--- config.mk ---
export PLATFORM = sky130hd
export DESIGN_NAME = stream_mux_rr
export DESIGN_NICKNAME = d
export VERILOG_FILES = /design/src/rtl/stream_mux_rr.sv
export SDC_FILE = /design/constraint.sdc
export NUM_CORES = 1
export LEC_CHECK = 0
export ABC_AREA = 1
export CAP_MARGIN = 20
export CORE_ASPECT_RATIO = 1.2
export CORE_MARGIN = 4
export CORE_UTILIZATION = 31
export DETAILED_ROUTE_END_ITERATION = 8
export PLACE_DENSITY_LB_ADDON = 0.12
export SYNTH_ARGS = -nofsm -noshare
export SYNTH_HDL_FRONTEND = slang
export SYNTH_SLANG_ARGS = --single-unit
--- constraint.sdc ---
create_clock -name clk -period 3.8 [get_ports clk]
set_input_delay 0.57 -clock clk [delete_from_list [all_inputs] [get_ports clk]]
set_output_delay 0.57 -clock clk [all_outputs]
set_load 0.02 [all_outputs]
--- src/rtl/stream_mux_rr.sv ---
// stream_mux_rr
//  N-channel, WIDTH-bit stream multiplexer with a one-entry registered output
//  stage and valid/ready handshake on both sides. MODE 0 picks the channel
//  from an external select; MODE 1 arbitrates round-robin across channels.
//
//  Optional feature (macro STREAM_MUX_XFER_CNT_EN): adds xfer_cnt, a 16-bit
//  saturating count of output transfers (out_valid & out_ready).
//
//  Ports
//   clk        rising-edge clock
//   rst_n      asynchronous reset, active low
//   in_data    NCHAN*WIDTH, channel k at [k*WIDTH +: WIDTH]
//   in_valid   per-channel valid
//   in_ready   per-channel accept, one-hot or zero
//   sel        channel select (MODE 0 only)
//   out_data   registered selected data
//   out_chan   channel index that supplied out_data
//   out_valid  out_data/out_chan valid
//   out_ready  consumer accept
//   xfer_cnt   output transfer count (only with STREAM_MUX_XFER_CNT_EN)
module stream_mux_rr #(
  parameter int WIDTH = 4,
  parameter int NCHAN = 4,
  parameter int MODE  = 1,
  localparam int SW   = $clog2(NCHAN)
) (
  input  logic                   clk,
  input  logic                   rst_n,
  input  logic [NCHAN*WIDTH-1:0] in_data,
  input  logic [NCHAN-1:0]       in_valid,
  output logic [NCHAN-1:0]       in_ready,
  input  logic [SW-1:0]          sel,
  output logic [WIDTH-1:0]       out_data,
  output logic [SW-1:0]          out_chan,
  output logic                   out_valid,
  input  logic                   out_ready
`ifdef STREAM_MUX_XFER_CNT_EN
  ,
  output logic [15:0]            xfer_cnt
`endif
);

  logic [WIDTH-1:0] data_reg;
  logic [SW-1:0]    chan_reg;
  logic             valid_reg;
  logic [SW-1:0]    ptr_reg;
  logic [SW-1:0]    ptr_next;

  logic             load;
  logic             xfer;
  logic             grant_vld;
  logic [SW-1:0]    grant_idx;
  logic [WIDTH-1:0] chan_data [NCHAN];

  // Output register may be refilled whenever it is empty or being drained.
  assign load = !valid_reg | out_ready;
  // Gating with rst_n keeps every in_ready low while reset is held.
  assign xfer = load & grant_vld & rst_n;

  genvar gi;
  generate
    for (gi = 0; gi < NCHAN; gi++) begin : g_chan
      assign chan_data[gi] = in_data[gi*WIDTH +: WIDTH];
      assign in_ready[gi]  = xfer & (grant_idx == SW'(gi));
    end

    if (MODE == 0) begin : g_sel_mode
      // Comparing against each legal index means an out-of-range sel
      // simply matches nothing, so no grant is given.
      always_comb begin
        grant_vld = 1'b0;
        grant_idx = '0;
        for (int k = 0; k < NCHAN; k++) begin
          if (sel == SW'(k) && in_valid[k]) begin
            grant_vld = 1'b1;
            grant_idx = SW'(k);
          end
        end
      end
      logic unused_ptr;
      assign unused_ptr = ^ptr_next;
    end else begin : g_rr_mode
      // Scan ptr, ptr+1, ... with wrap; first requester found wins.
      always_comb begin
        int idx;
        grant_vld = 1'b0;
        grant_idx = '0;
        idx       = 0;
        for (int k = 0; k < NCHAN; k++) begin
          idx = int'(ptr_reg) + k;
          if (idx >= NCHAN) idx = idx - NCHAN;
          if (!grant_vld && in_valid[idx]) begin
            grant_vld = 1'b1;
            grant_idx = SW'(idx);
          end
        end
      end
      logic unused_sel;
      assign unused_sel = ^sel;
    end
  endgenerate

  // Pointer moves just past the channel that was served.
  assign ptr_next = (grant_idx == SW'(NCHAN-1)) ? '0 : grant_idx + SW'(1);

  always_ff @(posedge clk or negedge rst_n) begin
    if (!rst_n) begin
      data_reg  <= '0;
      chan_reg  <= '0;
      valid_reg <= 1'b0;
      ptr_reg   <= '0;
    end else if (load) begin
      valid_reg <= grant_vld;
      if (grant_vld) begin
        data_reg <= chan_data[grant_idx];
        chan_reg <= grant_idx;
        if (MODE != 0) ptr_reg <= ptr_next;
      end
    end
  end

  assign out_data  = data_reg;
  assign out_chan  = chan_reg;
  assign out_valid = valid_reg;

`ifdef STREAM_MUX_XFER_CNT_EN
  logic [15:0] cnt_reg;
  always_ff @(posedge clk or negedge rst_n) begin
    if (!rst_n) begin
      cnt_reg <= '0;
    end else if (valid_reg && out_ready && cnt_reg != 16'hFFFF) begin
      cnt_reg <= cnt_reg + 16'd1;
    end
  end
  assign xfer_cnt = cnt_reg;
`endif

endmodule

Yosys cells after proc, flatten, opt, wreduce, memory -nomap -nowiden
Index checks and enable logic that the tools add are counted.

word-level totals
  memories = 0
  flip-flop bits (word level) = 9
  bits in latches = 0
  input bits = 25
  RAM bits = 0
  ROM bits = 0

cells by class
  equality and inequality tests = 3
  add/sub/neg operators = 8
  shift-type cells = 0
  bitwise operators = 8
  $lt $le $gt $ge = 9
  reductions and logical operators = 9
  muxes and demuxes = 28
  div/mod/pow operators = 0
  multiply operators = 0

operators by type and width
  cell                   number
  $lt A32 B4 Y1 const B  4
  $mux W32               4
  $ge A3 B3 Y1 const B   4
  $mux W1                12
  $sub A3 B3 Y4 const B  3
  $mux W2                5
  $bmux W1 S2            4
  $bmux W4 S2            1
  $mux W4                2
  $add A2 B2 Y3 const B  2
  $and A1 B1 Y1          6
  $eq A2 B2 Y1 const B   2
  $logic_not A1 Y1       4
  $sub A2 B3 Y4 const B  1
  $add A2 B1 Y3 const B  1
  $ge A2 B3 Y1 const B   1
  $logic_and A1 B1 Y1    3
  $not A2 Y3             1
  $add A2 B1 Y2 const B  1
  $eq A2 B1 Y1 const B   1
  $logic_not A2 Y1       1
  $reduce_and A2 Y1      1
  $or A1 B1 Y1           1

Logic depth before layout (Yosys ltp)
  depth after elaboration = 19
  gate-level depth with buffers = 16
  depth with buffers taken out = 15

Worst setup path before layout
No wires, ideal clock.

  path type = input -> output
  from = in in_valid[1]
  to = out in_ready[2]
  data arrival time = 1.867 ns
  path slack = 1.363 ns
  stages = 10
  path buffers = 1
  cells stage by stage = inv_1 -> nand2_2 -> nand3_1 -> nand2_1 -> a21oi_2 -> nand2_2 -> nand2_4 -> buf_8 -> inv_2 -> nor3_1

on the way
  cells in the longest elaborated chain, start to end = 16

RTL lines
  what                                         line  source
  start: declaration                           30    input logic [NCHAN-1:0] in_valid,
  $bmux W1 S2                                  92    if (!grant_vld && in_valid[idx]) begin
  $mux W1 (implied by the code) (2 in series)  92
  $mux W1                                      92
  $logic_not A1 Y1                             92
  $logic_and A1 B1 Y1                          92
  $mux W1                                      92
  $logic_not A1 Y1                             92
  $logic_and A1 B1 Y1                          92
  $mux W1                                      92
  $logic_not A1 Y1                             92
  $logic_and A1 B1 Y1                          92
  $mux W1                                      92
  $and A1 B1 Y1 (2 in series)                  58    assign xfer = load & grant_vld & rst_n;
  $and A1 B1 Y1 (*)                            64    assign in_ready[gi] = xfer & (grant_idx == SW'(gi));
  end: declaration                             31    output logic [NCHAN-1:0] in_ready,

Mark *: on every way between the ends. The rest lies on a longest branch, timed or not. The select of a mux whose other input is x is not followed.

Worst setup path in the final report
  from = in in_valid[3]
  to = out in_ready[0]

The elaborated chain is that of the path after synthesis.

==> flow_summary.toml <==
[grt]
grt_util_all_layers = 0.1258
grt_pass1_wl_um = 3767
grt_max_degree = 13
grt_pass1_vias = 925
antenna_found_initial = 0
grt_overflow = 0

[critical_path]
worstPathRequired_ns = 3.23
crit_family = "buffers and inverters"
crit_slowest_cell = "clkdlybuf4s50_1"
r2r_cells = 11
path_class = "primary input to output pin"
end_kind = "output pin"
critPathBufInv = 3
path_max_fanout = 7
critPathMaxStageDelay_ns = 0.63
cp_cell_sequence = "clkdlybuf4s50_1, inv_1, nand2_2, nand3_2, nand2_2, nor2_2, a21boi_1, nand2_1, nor2_2, nand2_1, nor2_1, clkdlybuf4s50_1"
cp.depth = 12
cp.arrival_ns = 2.87
start_kind = "primary input"

[finish]
drive_above_1_share = 0.1818
final_area_mm2 = 0.001239
area_growth_pct = 44.11
finalNonFillerCells = 209
diodes = 0
largest_reg_flops = 4
final_nets = 202

[clocking]
root_buffer = "clkbuf_4"
worstSkewPairLatency_ns = 0.26
post_cts_buffers = 0
numCtsBuffers = 3
path_clk_slew_ns = 0.06
htreeDepth = 1
cts_hold_buf = 0
cts_buffer_depth = 2
cts_sinks = 9
cts.repair.resized = 0
cts_tree = "yes"

[logic_synthesis]
synth.area.top_cells = "nand2_1 31%, dfrtp_1 26%, nand2_2 9.5%"
synth_cell_types = 21
synth_top_area_frac = 0.3057
syn_inst = 140
syn-mean-instance-area_um2 = 6.140
yosysSeqAreaShare = 0.2620
synth_top_cell_by_area = "nand2_1"
yosysWarnings = 0
syn_nets = 165
syn-cell-area_um2 = 859.6
yosys_register_bits = 9

[sta]
worstMarginPinSlew_ns = 0.4733
finalSetupTns_ns = 0
fmax_ghz = 0.2904
period_needed_ns = 3.444
setup_violations = 0
hold_viol = 0
fin_crit_sh = 0.9062
slew_violations = 0
timing.slew.headroom = 0.6845
skew_ns = 0.003353
rsz0062_at_grt = "no"

[floorplan]
die_w_um = 56.07
rows = 20
die_h_um = 65.69
dieArea_mm2 = 0.003683
initial_core_util = 0.3303
coreArea_mm2 = 0.002603
ios = 36

[placement]
gp_congestion = 0.7666
place_inst = 205
dp_hpwl_um = 1811
placed_cell_area_mm2 = 0.001212
port_buffers = 33

[route]
drcViolationCount = 0
firstDrtPassIters = 4
viasPerCell = 4.636
dr_total_vias = 969
antenna_left = 0
first_iter_violations = 23
postRouteWirelength_um = 2173
wl_per_cell_um = 10.40

[power]
power_density_mw_per_mm2 = 1015
power.leakage_nw = 0.6261
vdd_drop_max_uv = 423.8

[hold_path]
whs_path_depth = 2
min_path_type = "flip-flop to flip-flop"

[status]
outcome = "finished clean"

[flow_run]
drv_cap = 0
cells by family (layout without fill, tap and decap cells):
logic type | count (synthesis) | after routing | share of synthesized area
flip-flops | 9 | 9 | 0.2620
AND/OR/NAND/NOR | 111 | 111 | 0.6070
buffers and inverters | 13 | 49 | 0.08296
AO/OA/AOI/OAI | 7 | 7 | 0.04804
cell type report:
type                       count  area, µm²
sequential                     9      225.2
fill                         284       1364
timing repair buffer          35      345.3
multi-input combinational    118      563.0
clock buffer                   4      26.28
inverter                      10      37.54
tap                           33      41.29
where the power goes:
group / switching, mW / internal (mW)
sequential: 0.0487 / 0.149
clock: 0.0327 / 0.0404
combinational: 0.624 / 0.363
worst min-delay path: stages (launching register included):
cell	delay, ns
dfrtp_1	0.34
nand2_1	0.05
nand2_1	0.06
cell usage after synthesis (all sizes together):
master  instances
nor2            7
nand3          15
or2             1
inv            10
a21boi          1
nand3b          1
nand2          85
nor3            2
dfrtp           9
buf             3
o21ai           5
a21oi           1
placed cells by master, fill, tap and decap left out, drive strengths merged, types with 2 or more instances in the layout:
cell type	instances
nand2	85
nor2	7
nand3	15
clkdlybuf4s50	33
nor3	2
dfrtp	9
inv	10
buf	2
clkbuf	4
o21ai	5
final timing paths:
kind                              from     endpoint  slack (ns)
hold reg to reg            out_data[3]  out_data[3]        0.48
max in group asynchronous        rst_n  out_data[2]        3.06
min in group asynchronous        rst_n    out_valid        0.60
setup reg to reg            ptr_reg[0]   ptr_reg[1]        1.69
setup / recovery           in_valid[3]  in_ready[0]        0.36
hold / removal             out_data[3]  out_data[3]        0.48
metrics by stage:
step | setup slack [ns] | util | power, mW | hold WS (ns)
2_1_floorplan | 1.363 | - | 0.9654 | 0.2744
3_3_place_gp | 0.4081 | 0.4659 | 1.184 | 0.4673
3_5_place_dp | 0.3552 | 0.4659 | 1.198 | 0.4639
4_1_cts | 0.3256 | 0.4760 | 1.276 | 0.4810
5_1_grt | 0.06724 | 0.4760 | 1.409 | 0.5235
6_report | 0.3563 | 0.4760 | 1.257 | 0.4775
routing by layer:
metal  share of wire  wire length, µm  track usage
met5               0                0            0
met4               0                0      0.02374
met3           0.057              123      0.03536
met2            0.52             1122       0.2427
met1            0.43              927       0.1357
No activity file was read; power rests on OpenSTA's default activity.
